==> config.mk <==
export PLATFORM = sky130hd
export DESIGN_NAME = mem_pipe_ctrl
export DESIGN_NICKNAME = d
export VERILOG_FILES = /design/src/rtl/mem_pipe_ctrl.sv
export SDC_FILE = /design/constraint.sdc
export NUM_CORES = 1
export LEC_CHECK = 0
export CAP_MARGIN = 10
export CORE_ASPECT_RATIO = 1.4
export CORE_MARGIN = 4
export CORE_UTILIZATION = 26
export CTS_CLUSTER_SIZE = 20
export DETAILED_ROUTE_END_ITERATION = 10
export PLACE_DENSITY = 0.45
export SLEW_MARGIN = 30
export SYNTH_ARGS = -nofsm -noshare
export SYNTH_HDL_FRONTEND = slang
export SYNTH_SLANG_ARGS = --single-unit
==> constraint.sdc <==
create_clock -name clk -period 2.6 [get_ports clk]
set_clock_uncertainty 0.05 [all_clocks]
set_input_delay 0.52 -clock clk [delete_from_list [all_inputs] [get_ports clk]]
set_output_delay 0.52 -clock clk [all_outputs]
set_load 0.005 [all_outputs]
==> src/rtl/mem_pipe_ctrl.sv <==
// mem_pipe_ctrl: back-end pipeline control for EX -> MEM0 -> MEM -> WB.
//
// Generates load-enable/clear strobes for the EX/MEM0, MEM0/MEM and MEM/WB
// pipeline registers, tracks a valid bit per stage, runs the dcache miss
// stall FSM (IDLE -> MISS_WAIT -> REPLAY -> IDLE) and converts a MEM-stage
// exception/refetch into a full back-end flush plus a one-cycle redirect.
//
// Ports:
//   clk, reset        clock; synchronous active-high reset
//   ex_valid          EX holds a valid instruction ready for MEM0
//   mem_unhit         MEM-stage instruction missed in dcache
//   mem_exception     MEM-stage instruction carries an exception
//   mem_refetch       MEM-stage instruction requests refetch
//   refill_done       dcache refill complete (one-cycle pulse)
//   mem0_wr/_flush    EX/MEM0 register load / clear
//   mem_wr/_flush     MEM0/MEM register load / clear
//   wb_wr/_flush      MEM/WB register load / clear
//   ex_allowin        EX may hand off this cycle
//   redirect          one-cycle front-end refetch/handler pulse
//   mem0_valid, mem_valid, wb_valid   stage valid bits
//   busy              FSM not in IDLE
//   miss_stall_cnt    saturating count of miss-stall cycles
module mem_pipe_ctrl #(
  parameter int unsigned CNT_W = 32
) (
  input  logic             clk,
  input  logic             reset,
  input  logic             ex_valid,
  input  logic             mem_unhit,
  input  logic             mem_exception,
  input  logic             mem_refetch,
  input  logic             refill_done,
  output logic             mem0_wr,
  output logic             mem0_flush,
  output logic             mem_wr,
  output logic             mem_flush,
  output logic             wb_wr,
  output logic             wb_flush,
  output logic             ex_allowin,
  output logic             redirect,
  output logic             mem0_valid,
  output logic             mem_valid,
  output logic             wb_valid,
  output logic             busy,
  output logic [CNT_W-1:0] miss_stall_cnt
);

  typedef enum logic [1:0] {
    IDLE,
    MISS_WAIT,
    REPLAY
  } state_t;

  state_t state, state_nxt;
  logic   excp, miss_det, stall;

  // Exceptions win over misses, and both are only recognised in IDLE:
  // in REPLAY the line is resident, so mem_unhit is stale.
  always_comb begin
    excp     = mem_valid & (mem_exception | mem_refetch) & (state == IDLE);
    miss_det = mem_valid & mem_unhit & ~excp & (state == IDLE);
    stall    = miss_det | (state == MISS_WAIT);
  end

  always_comb begin
    state_nxt = state;
    unique case (state)
      IDLE:      if (miss_det)    state_nxt = MISS_WAIT;
      MISS_WAIT: if (refill_done) state_nxt = REPLAY;
      REPLAY:                     state_nxt = IDLE;
      default:                    state_nxt = IDLE;
    endcase
  end

  always_ff @(posedge clk) begin
    if (reset) state <= IDLE;
    else       state <= state_nxt;
  end

  // Pipeline register strobes; flush and wr are never both set.
  always_comb begin
    mem0_wr    = 1'b1;
    mem0_flush = 1'b0;
    mem_wr     = 1'b1;
    mem_flush  = 1'b0;
    wb_wr      = 1'b1;
    wb_flush   = 1'b0;
    ex_allowin = 1'b1;
    redirect   = 1'b0;
    if (reset) begin
      mem0_wr    = 1'b0;
      mem_wr     = 1'b0;
      wb_wr      = 1'b0;
      mem0_flush = 1'b1;
      mem_flush  = 1'b1;
      wb_flush   = 1'b1;
      ex_allowin = 1'b0;
    end else if (excp) begin
      mem0_wr    = 1'b0;
      mem_wr     = 1'b0;
      wb_wr      = 1'b0;
      mem0_flush = 1'b1;
      mem_flush  = 1'b1;
      wb_flush   = 1'b1;
      ex_allowin = 1'b0;
      redirect   = 1'b1;
    end else if (stall) begin
      // MEM0 and MEM hold; a bubble goes to WB so the held
      // instruction cannot commit twice.
      mem0_wr    = 1'b0;
      mem_wr     = 1'b0;
      wb_wr      = 1'b0;
      wb_flush   = 1'b1;
      ex_allowin = 1'b0;
    end
  end

  always_ff @(posedge clk) begin
    if (reset || excp) begin
      mem0_valid <= 1'b0;
      mem_valid  <= 1'b0;
      wb_valid   <= 1'b0;
    end else if (stall) begin
      wb_valid   <= 1'b0;
    end else begin
      wb_valid   <= mem_valid;
      mem_valid  <= mem0_valid;
      mem0_valid <= ex_valid;
    end
  end

  always_ff @(posedge clk) begin
    if (reset)
      miss_stall_cnt <= '0;
    else if (stall && (miss_stall_cnt != '1))
      miss_stall_cnt <= miss_stall_cnt + CNT_W'(1);
  end

  assign busy = (state != IDLE);

endmodule
== Word-level counts from Yosys, hierarchy flattened ==
Cells that the tools add are included.
Storage, ports and cells
  ROM bits: 0
  register bits: 37
  RAM bits: 0
  bits in latches: 0
  input bits: 7
  word-level logic and storage cells: 36
  memories kept: 0
Cells by class
  div/mod/pow operators: 0
  equal/unequal tests: 4
  muxes and demuxes: 12
  shift operators: 0
  reductions and logical operators: 6
  $mul: 0
  $lt $le $gt $ge: 0
  add/subtract/negate cells: 1
  bitwise logic cells: 8
Operators by type and width (count)
  $add 32x1->32 const B: 1
  $ne 32x32->1 const B: 1
  $mux 1: 9
  $and 1x1->1: 5
  $mux 2: 2
  $ne 2x2->1 const B: 2
  $pmux 2 s2: 1
  $eq 2x1->1 const B: 1
  $logic_not 2->1: 1
  $or 1x1->1: 2
  $reduce_and 2->1: 1
  $reduce_bool 2->1: 1
  $reduce_or 2->1: 1
  $logic_and 1x1->1: 1
  $logic_or 1x1->1: 1
  $not 1->1: 1

== Depth between registers and ports, before layout ==
Gate-level depths: netlist of run 1.
  depth in word-level cells: 10
  depth in mapped cells: 9
  gate-level depth less buffers: 6

== Worst setup path after synthesis of run 1 ==
OpenSTA, ideal clock, no wires.
  path type: register -> register
  from: register miss_stall_cnt[0]
  to: register miss_stall_cnt[26]
  period minus slack after synthesis: 2.050 ns
  library setup time: 0.121 ns
  arrival time: 1.879 ns
  cell stages (with the launch flop): 8
  setup slack: 0.550 ns
  cell sequence: dfxtp_1 ha_1 and3_1 buf_2 nand3_2 a211o_2 nor4_1 mux2_2
On the way
  cells in the longest elaborated chain, start to end: 2
Ends and longest elaborated chain
  start: declaration: RTL line 45  | output logic [CNT_W-1:0] miss_stall_cnt
  start signal: assignment: RTL line 136  | miss_stall_cnt <= miss_stall_cnt + CNT_W'(1);
  parallel branches: the longest is 2 deep, another holds $add 32x1->32
Several ways; the timed one is not identified.
A chain may end at the register's enable or synchronous reset.

== Worst setup path after layout of run 1 ==
  from: input mem_exception
  to: output wb_flush
On the way
  cells in the longest elaborated chain, start to end: 10
Ends and longest elaborated chain
  start: declaration: RTL line 30  | input logic mem_exception,
  $or 1x1->1 *: RTL line 60  | excp = mem_valid & (mem_exception | mem_refetch) & (state == IDLE);
  $and 1x1->1 * (2 in a row): RTL line 60
  $not 1->1: RTL line 61  | miss_det = mem_valid & mem_unhit & ~excp & (state == IDLE);
  $and 1x1->1 (2 in a row): RTL line 61
  $or 1x1->1: RTL line 62  | stall = miss_det | (state == MISS_WAIT);
  $mux 1: RTL line 107  | end else if (stall) begin
  $mux 1 *: RTL line 98  | end else if (excp) begin
  $mux 1 *: RTL line 90  | if (reset) begin
  end: declaration: RTL line 38  | output logic wb_flush,
Mark *: on every way between the ends. The rest lies on a longest branch, timed or not.

==> tab_implementation.tex, run 1 <==
\begin{tabular}{lr}
\hline
Metric & Value \\
\hline
\multicolumn{2}{l}{\textbf{Clock tree}} \\
\quad TritonCTS clock tree & yes \\
\quad Number of buffers added to fix hold violations after cts & 0 \\
\quad Clock latency on the worst-skew pair & roughly 0.29 ns \\
\quad Number of H-tree levels & 2 \\
\quad Clk root buf & sky130\_fd\_sc\_hd\_\_clkbuf\_8 \\
\quad Clock sink count & 37 \\
\quad Maximum count of clock buffers along a single path & 2 \\
\quad Clock-pin slew on the worst setup and hold paths & $\sim$0.070 ns \\
\quad Number of buffers inserted during clock tree synthesis & 5 \\
\multicolumn{2}{l}{\textbf{Timing}} \\
\quad Hold Slack & around 0.43 ns \\
\quad Pins over their slew limit & 0 \\
\quad Final hold viol count & 0 \\
\quad Minimum clock period & between 2 and 3 ns \\
\quad Setup repair after global routing missed its margin & no \\
\quad Final worst-path cycle share & 0.9716 \\
\quad Total negative slack for setup checks & 0 ns \\
\quad Highest clock frequency the design can meet & 0.3959 GHz \\
\quad Setup Viol. Count Final & 0 \\
\quad Remaining max-slew budget at the tightest pin & 0.5746 \\
\quad Worst-Margin Slew & between 0.6 and 0.7 ns \\
\multicolumn{2}{l}{\textbf{Setup path}} \\
\quad Crit Reg-Reg Endpoint & miss\_stall\_cnt[3]\$\_SDFFE\_PP0P\_ \\
\quad Kind of start point of the critical path & input port \\
\quad CP endpoint kind & primary output \\
\quad Endpoint arrival time on the critical path & 1.96 ns \\
\quad Minimum setup slack among reg-to-reg paths & around 0.30 ns \\
\quad Worst r2r src & miss\_stall\_cnt[0]\$\_SDFFE\_PP0P\_ \\
\quad Number of cells on the worst reg-to-reg path & 6 \\
\quad Maximum fanout along the worst path & 6 \\
\quad Cell with the biggest individual delay on the critical path & sky130\_fd\_sc\_hd\_\_clkdlybuf4s50\_1 \\
\quad Class of the most critical setup path & input port to primary output \\
\quad Crit path cell chain & clkdlybuf4s50\_1 > and4bb\_2 > o21a\_1 > nor2\_1 > buf\_4 > inv\_1 > dlygate4sd2\_1 \\
\quad Data required time of the critical path & 2.03 ns \\
\quad Largest incremental delay on the critical path & $\sim$0.47 ns \\
\multicolumn{2}{l}{\textbf{Synth}} \\
\quad Most common cell in the synthesized netlist & sky130\_fd\_sc\_hd\_\_dfxtp\_1 \\
\quad Synthesized netlist net count & approximately 240 \\
\quad Synth Flop Type & sky130\_fd\_sc\_hd\_\_dfxtp\_1 \\
\quad Synthesized area per cell & 8.408 um2 \\
\quad FFs w/ async S/R, synth & 0 \\
\quad Area share of the largest cell type after synthesis & 0.3733 \\
\quad Mapped Cells & roughly 240 \\
\quad Post-synth top area cell & sky130\_fd\_sc\_hd\_\_dfxtp\_1 \\
\quad Number of warnings reported in the yosys synthesis log & 0 \\
\quad Portion of the post-synthesis area used by sequential elements & 0.3733 \\
\quad Number of flops mapped to enable cells by yosys & 0 \\
\quad Combined area of all synthesized cells & around 0.0020 mm2 \\
\quad Cell types with the highest counts after synthesis & 37 x sky130\_fd\_sc\_hd\_\_dfxtp\_1, 25 x sky130\_fd\_sc\_hd\_\_a21oi\_1, 17 x sky130\_fd\_sc\_hd\_\_nor2\_1, 14 x sky130\_fd\_sc\_hd\_\_nand2\_1, 13 x sky130\_fd\_sc\_hd\_\_o21ai\_0 \\
\quad Largest cells by area after synthesis & sky130\_fd\_sc\_hd\_\_dfxtp\_1 37\%, sky130\_fd\_sc\_hd\_\_a21oi\_1 6.3\%, sky130\_fd\_sc\_hd\_\_o21ai\_0 3.3\%, sky130\_fd\_sc\_hd\_\_nor2\_1 3.2\%, sky130\_fd\_sc\_hd\_\_o31ai\_1 3.0\% \\
\quad Yosys cell types & 49 \\
\quad Post-synthesis register bit count & 37 \\
\multicolumn{2}{l}{\textbf{Global routing}} \\
\quad Met1 global-route usage & 0.1595 \\
\quad Via count of the first global-routing pass & 1800 \\
\quad GR Util All Layers & 0.1275 \\
\quad Remaining Overflow, GRT & 0 \\
\quad Met3 capacity usage during global routing & 0.02427 \\
\quad Antenna violations before repair & 0 \\
\quad Global Route met2 Usage & 0.2110 \\
\quad Most Used Layer, Global Route & met2 \\
\quad First-pass GRT wire length & roughly 9100 um \\
\quad Pin count of the biggest net entering global routing & 43 \\
\multicolumn{2}{l}{\textbf{Min path}} \\
\quad Origin of the worst min-delay path & mem0\_valid\$\_SDFFE\_PP0N\_ \\
\quad Path class of the lowest-slack min-delay path & flip-flop to flip-flop \\
\quad Hold Crit Depth & 2 \\
\quad Hold Crit Endpoint & mem\_valid\$\_SDFFE\_PP0N\_ \\
\multicolumn{2}{l}{\textbf{Floorplan}} \\
\quad Core Rows & 37 \\
\quad Die span in y & $\sim$110 um \\
\quad Core footprint & roughly 0.0074 mm2 \\
\quad Die span in x & around 82 um \\
\quad Starting density of the core & 0.2679 \\
\quad Top Ports & 51 \\
\quad Total die area & 0.009114 mm2 \\
\multicolumn{2}{l}{\textbf{Pwr}} \\
\quad Sw Share & 0.2251 \\
\quad Share of power burned in the clock network & 0.395 \\
\quad Cell area power density & 391.4 mW/mm2 \\
\quad Combinational share of power & 0.061 \\
\quad Internal power & $\sim$0.81 mW \\
\quad P\_sw & around 0.24 mW \\
\quad Maximum vdd drop & roughly 170 uV \\
\quad Leakage power figure & approximately 0.91 nW \\
\quad Sequential fraction of design power & 0.544 \\
\multicolumn{2}{l}{\textbf{Layout}} \\
\quad Number of standard cells in the final layout excluding fillers & slightly below 400 \\
\quad Post-route standard cell area excluding fillers & around 0.0027 mm2 \\
\quad Diode count & 0 \\
\quad Fraction of layout instances using a drive strength above 1 & 0.1345 \\
\quad Layout overhead on the synthesized area & 35.31\% \\
\quad Final net count & between 200 and 300 \\
\multicolumn{2}{l}{\textbf{Placed design}} \\
\quad Count of placed standard cells including taps & approximately 380 \\
\quad Instance area after placement & approximately 0.0026 mm2 \\
\quad Total half-perimeter wirelength after legalization and detailed placement & slightly above 4000 um \\
\quad Final weighted congestion in routability-driven placement & 0.7176 \\
\quad PortBufs & 50 \\
\multicolumn{2}{l}{\textbf{Routing}} \\
\quad Count of unresolved DRC violations after routing & 0 \\
\quad Vias & approximately 2000 \\
\quad Detailed-route wire length & 5520 um \\
\quad Number of design-rule violations left by the first detailed-router iteration & 67 \\
\quad Average detailed-routed wire length per instance & roughly 14 um \\
\quad Number of vias per cell & 5.062 \\
\quad Number of nets still failing antenna checks after routing & 0 \\
\quad TritonRoute pass-1 iters & 4 \\
\multicolumn{2}{l}{\textbf{Outcome}} \\
\quad Outcome & finished clean \\
\multicolumn{2}{l}{\textbf{Job}} \\
\quad Max Cap Viol & 0 \\
\hline
\end{tabular}
==> sequential cells by signal, indices dropped and copies added (netlist names) <==
register	cells
miss_stall_cnt	32
state	2
mem0_valid	1
mem_valid	1
wb_valid	1
==> critical path, delay by kind of cell <==
family	cells	cell delay (ns)
and+or+nand+nor	2	0.36
AOI/OAI and AO/OA	1	0.18
buffers and inverters	4	0.89
==> how the worst max path moves through the flow <==
stage / depth (start not counted) / startpoint / endpoint
2_1_floorplan: 7 / miss_stall_cnt[0]$_SDFFE_PP0P_ / miss_stall_cnt[26]$_SDFFE_PP0P_
3_3_place_gp: 6 / mem_exception / ex_allowin
3_5_place_dp: 6 / mem_exception / wb_wr
4_1_cts: 7 / mem_refetch / wb_flush
5_1_grt: 7 / mem_exception / wb_flush
6_report: 7 / mem_exception / wb_flush
==> power groups by stage <==
stage / registers (mW) / clock network, mW / logic, mW
floorplan: 0.584 / 0 / 0.0311
global placement: 0.585 / 0 / 0.0694
detailed placement: 0.585 / 0 / 0.0696
CTS: 0.571 / 0.438 / 0.0652
global route: 0.572 / 0.455 / 0.0701
finish: 0.571 / 0.416 / 0.0639
==> per-stage QoR <==
step	worst slack, ns	util	total power, mW
final	0.07395	0.3625	1.051
after global routing	0.01078	0.3625	1.096
after CTS	0.05944	0.3615	1.075
after detailed placement	-0.1477	0.3508	0.6543
after global placement	-0.1228	0.3508	0.6542
after floorplan	0.5502	-	0.6155
==> layer usage <==
metal	wire (um)	vias up	share of wire
met4	81	0	0.015
met2	2900	29	0.53
met5	0	-	0
li1	-	994	-
met1	2414	932	0.44
met3	123	4	0.022
==> kinds of logic after synthesis <==
group	count (synthesis)	share of synthesized area
AND/OR/NAND/NOR	101	0.3096
AO/OA/AOI/OAI	66	0.2119
flip-flops	37	0.3733
buffers and inverters	25	0.06999
XOR/XNOR	4	0.01765
multiplexers	2	0.01135
adder cells (fa/ha/maj)	1	0.006304
==> cells in the final DEF, fill, tap and decap left out, types with 2 or more instances in the layout <==
master	n
sky130_fd_sc_hd__clkdlybuf4s50_1	44
sky130_fd_sc_hd__dfxtp_1	37
sky130_fd_sc_hd__a21oi_1	25
sky130_fd_sc_hd__nor2_1	17
sky130_fd_sc_hd__buf_4	15
sky130_fd_sc_hd__nand2_1	14
sky130_fd_sc_hd__o21ai_0	13
sky130_fd_sc_hd__nand3_1	10
sky130_fd_sc_hd__nand4_1	9
sky130_fd_sc_hd__or3_1	9
sky130_fd_sc_hd__o31ai_1	8
sky130_fd_sc_hd__or4_1	8
sky130_fd_sc_hd__inv_1	7
sky130_fd_sc_hd__clkbuf_8	6
sky130_fd_sc_hd__dlygate4sd2_1	6
sky130_fd_sc_hd__nand2b_1	5
sky130_fd_sc_hd__and3_1	4
sky130_fd_sc_hd__xnor2_1	4
sky130_fd_sc_hd__a31o_2	4
sky130_fd_sc_hd__nor2b_1	3
sky130_fd_sc_hd__a311oi_1	3
sky130_fd_sc_hd__and4_4	2
sky130_fd_sc_hd__and4_1	2
sky130_fd_sc_hd__and2_1	2
sky130_fd_sc_hd__nor4_1	2
sky130_fd_sc_hd__o2111ai_1	2
sky130_fd_sc_hd__nor3_1	2
sky130_fd_sc_hd__mux2_2	2
sky130_fd_sc_hd__a211oi_1	2
sky130_fd_sc_hd__a2111oi_0	2
sky130_fd_sc_hd__a41o_1	2
==> timing repair <==
item	4_1_cts	5_1_grt
buffers inserted	0	1
setup endpoints to repair	6	1
pin swaps	2	1
gates resized for setup	6	0
==> cell type report <==
type | instances | area (um2)
multi-input combinational | 174 | 1105
clock buffer | 7 | 86.33
sequential | 37 | 740.7
timing repair buffer | 65 | 605.6
inverter | 7 | 26.28
tap | 97 | 121.4
fill | 784 | 4722
(Power assumes the default switching activity.)
==> run 2, diff against run 1 <==
--- a/config.mk
+++ b/config.mk
@@ -11,6 +11,7 @@
 export CORE_UTILIZATION = 26
 export CTS_CLUSTER_SIZE = 20
 export DETAILED_ROUTE_END_ITERATION = 10
+export GPL_TIMING_DRIVEN = 0
 export PLACE_DENSITY = 0.45
 export SLEW_MARGIN = 30
 export SYNTH_ARGS = -nofsm -noshare
==> run 2 against run 1 <==
  * Die area did not move
  * Critical path depth rose by 1
  * Clock power fell by 5.5%
  * Register-to-register slack got worse by 0.06 ns
  * Via count rose by 2.5%
  * Critical endpoint is now mem_wr
  * Global-route usage rose by 1.4 points
  * Critical path type unchanged
  * Design area rose by 2.5%
  * Wire length rose by 7.4%
  * Maximum frequency rose by 0.34%
  * Setup slack improved by 0.0086 ns
==> tab_implementation.tex, run 2 (synthesis results as in run 1) <==
\begin{tabular}{lr}
\hline
Metric & Value \\
\hline
\multicolumn{2}{l}{\textbf{Outcome}} \\
\quad Outcome & finished clean \\
\multicolumn{2}{l}{\textbf{Routing}} \\
\quad Detailed-route wire length & 5931 um (+7.4\%) \\
\quad Vias & 2007 (+2.5\%) \\
\quad TritonRoute pass-1 iters & 4 (unchanged) \\
\quad Number of design-rule violations left by the first detailed-router iteration & 64 (-4.5\%) \\
\quad Number of vias per cell & 5.068 (+0.12\%) \\
\quad Number of nets still failing antenna checks after routing & 0 (unchanged) \\
\quad Count of unresolved DRC violations after routing & 0 (unchanged) \\
\quad Average detailed-routed wire length per instance & 14.98 um (+5.0\%) \\
\multicolumn{2}{l}{\textbf{Placed design}} \\
\quad Total half-perimeter wirelength after legalization and detailed placement & 4312 um (+5.9\%) \\
\quad Final weighted congestion in routability-driven placement & 0.7521 (+4.8\%) \\
\quad Instance area after placement & 0.002596 mm2 (about the same) \\
\quad PortBufs & 49 (-2.0\%) \\
\multicolumn{2}{l}{\textbf{Clock tree}} \\
\quad Clock-pin slew on the worst setup and hold paths & 0.07 ns (about the same) \\
\quad Maximum count of clock buffers along a single path & 2 (unchanged) \\
\quad Clk root buf & sky130\_fd\_sc\_hd\_\_clkbuf\_8 \\
\quad Number of buffers inserted during clock tree synthesis & 5 (unchanged) \\
\quad Number of buffers added to fix hold violations after cts & 0 (unchanged) \\
\quad Number of H-tree levels & 2 (unchanged) \\
\quad Clock latency on the worst-skew pair & 0.29 ns (about the same) \\
\quad TritonCTS clock tree & yes \\
\quad Clock sink count & 37 (unchanged) \\
\multicolumn{2}{l}{\textbf{Floorplan}} \\
\quad Core footprint & 0.007407 mm2 (unchanged) \\
\quad Die span in x & 81.84 um (unchanged) \\
\quad Core Rows & 37 (unchanged) \\
\quad Top Ports & 51 (unchanged) \\
\quad Total die area & 0.009114 mm2 (unchanged) \\
\quad Starting density of the core & 0.2679 (unchanged) \\
\quad Die span in y & 111.4 um (unchanged) \\
\multicolumn{2}{l}{\textbf{Timing}} \\
\quad Highest clock frequency the design can meet & 0.3972 GHz (+0.34\%) \\
\quad Worst-Margin Slew & 0.5453 ns (-0.09276 ns) \\
\quad Final worst-path cycle share & 0.9682 (-0.003325) \\
\quad Total negative slack for setup checks & 0 ns (unchanged) \\
\quad Pins over their slew limit & 0 (unchanged) \\
\quad Remaining max-slew budget at the tightest pin & 0.6338 (+0.05911) \\
\quad Setup repair after global routing missed its margin & no \\
\quad Minimum clock period & 2.517 ns (-0.008646 ns) \\
\quad Setup Viol. Count Final & 0 (unchanged) \\
\quad Final hold viol count & 0 (unchanged) \\
\multicolumn{2}{l}{\textbf{Setup path}} \\
\quad Largest incremental delay on the critical path & 0.47 ns (about the same) \\
\quad Crit path cell chain & clkdlybuf4s50\_1 > and4bb\_2 > o21a\_4 > nor2\_4 > buf\_4 > buf\_4 > buf\_4 > buf\_4 \\
\quad Most numerous cell on the critical path & sky130\_fd\_sc\_hd\_\_buf\_4 \\
\quad Maximum fanout along the worst path & 4 (-2) \\
\quad WP buf/inv & 5 (+1) \\
\quad CP endpoint kind & primary output \\
\quad Endpoint arrival time on the critical path & 1.95 ns (about the same) \\
\quad Class of the most critical setup path & input port to primary output \\
\quad Data required time of the critical path & 2.03 ns (about the same) \\
\quad Cell family contributing the most delay on the critical path & buffers and inverters \\
\quad Kind of start point of the critical path & input port \\
\quad Cell with the biggest individual delay on the critical path & sky130\_fd\_sc\_hd\_\_clkdlybuf4s50\_1 \\
\multicolumn{2}{l}{\textbf{Global routing}} \\
\quad Pin count of the biggest net entering global routing & 12 (-72\%) \\
\quad First-pass GRT wire length & 9991 um (+9.7\%) \\
\quad Antenna violations before repair & 0 (unchanged) \\
\quad Remaining Overflow, GRT & 0 (unchanged) \\
\quad GR Util All Layers & 0.1414 (+0.01390) \\
\quad Via count of the first global-routing pass & 1955 (+8.6\%) \\
\multicolumn{2}{l}{\textbf{Job}} \\
\quad Max Cap Viol & 0 (unchanged) \\
\multicolumn{2}{l}{\textbf{Min path}} \\
\quad Path class of the lowest-slack min-delay path & flip-flop to flip-flop \\
\multicolumn{2}{l}{\textbf{Layout}} \\
\quad Final net count & 306 (+2.7\%) \\
\quad Number of flip-flops under the largest register name & 32 (unchanged) \\
\quad Leading registers by flop count & miss\_stall\_cnt (32), state (2) \\
\quad Diode count & 0 (unchanged) \\
\quad Most frequent cells in the layout & 42 x sky130\_fd\_sc\_hd\_\_clkdlybuf4s50\_1, 37 x sky130\_fd\_sc\_hd\_\_dfxtp\_1, 25 x sky130\_fd\_sc\_hd\_\_a21oi\_1, 15 x sky130\_fd\_sc\_hd\_\_nor2\_1, 14 x sky130\_fd\_sc\_hd\_\_nand2\_1 \\
\quad Layout overhead on the synthesized area & 38.71\% \\
\quad Post-route standard cell area excluding fillers & 0.002753 mm2 (+2.5\%) \\
\quad Most common library cell in the layout ignoring fill and taps & sky130\_fd\_sc\_hd\_\_clkdlybuf4s50\_1 \\
\quad Biggest register & miss\_stall\_cnt \\
\quad Fraction of layout instances using a drive strength above 1 & 0.1773 (+0.04277) \\
\multicolumn{2}{l}{\textbf{Pwr}} \\
\quad Total chip power & 1.042 mW (-0.89\%) \\
\quad Leakage power figure & 0.9453 nW (+3.7\%) \\
\quad Maximum vdd drop & 214.5 uV (+27\%) \\
\quad Cell area power density & 378.4 mW/mm2 (-3.3\%) \\
\hline
\end{tabular}
==> run 2: path summary, 6_finish.rpt <==
kind	start	to	slack (ns)	depth (start not counted)
max reg2reg	miss_stall_cnt[0]$_SDFFE_PP0P_	miss_stall_cnt[26]$_SDFFE_PP0P_	0.24	7
min reg2reg	mem0_valid$_SDFFE_PP0N_	mem0_valid$_SDFFE_PP0N_	0.43	2
min	mem0_valid$_SDFFE_PP0N_	mem0_valid$_SDFFE_PP0N_	0.43	2
max	mem_unhit	mem_wr	0.08	8
==> run 2: what timing repair did <==
action | in CTS | in global routing
hold endpoints to repair | 0 | 0
endpoints found under the setup margin | 5 | 8
gates cloned | 0 | 0
gates resized for setup | 15 | 8
pin swaps | 3 | 2
setup buffers | 6 | 0
==> run 2: final cells by class <==
type	count	area, um2
plain buffers	18	115.1
clock buffers	6	72.57
clock inverters	2	10.01
fillers	799	4654
inverters	7	26.28
multi-input cells	174	1136
flip-flops and latches	37	740.7
well taps	97	121.4
repair buffers	55	530.5
==> run 2: power by group <==
group	switching (mW)	total [mW]	leakage [nW]	internal, mW
clock network	0.207	0.393	0.0450	0.186
registers	0.00258	0.571	0.298	0.569
logic	0.0346	0.0768	0.602	0.0422
total	0.245	1.04	0.945	0.797
==> run 2: stage by stage <==
| step | utilization | hold slack (ns) | instances | worst slack, ns |
|---|---|---|---|---|
| after floorplan | - | 0.4112 | 236 | 0.5502 |
| after global placement | 0.3505 | 0.4137 | 382 | -0.5591 |
| after global routing | 0.3716 | 0.4677 | 396 | 0.02495 |
| after CTS | 0.3696 | 0.4282 | 396 | -0.002592 |
| final | 0.3716 | 0.4317 | 396 | 0.08259 |
| after detailed placement | 0.3505 | 0.4181 | 382 | -0.5929 |
==> run 2: layer usage <==
metal | global-route usage | vias to the layer above | share of wire
li1 | - | 1016 | -
met1 | 0.1739 | 957 | 0.44
met2 | 0.2396 | 29 | 0.51
met3 | 0.02994 | 5 | 0.030
met4 | 0.04656 | 0 | 0.015
met5 | 0 | - | 0
==> run 2: worst min-delay path: cells and delay by family (launching register included) <==
family	cells	cell delay (ns)
flops	1	0.33
compound gates	1	0.05
simple gates	1	0.06
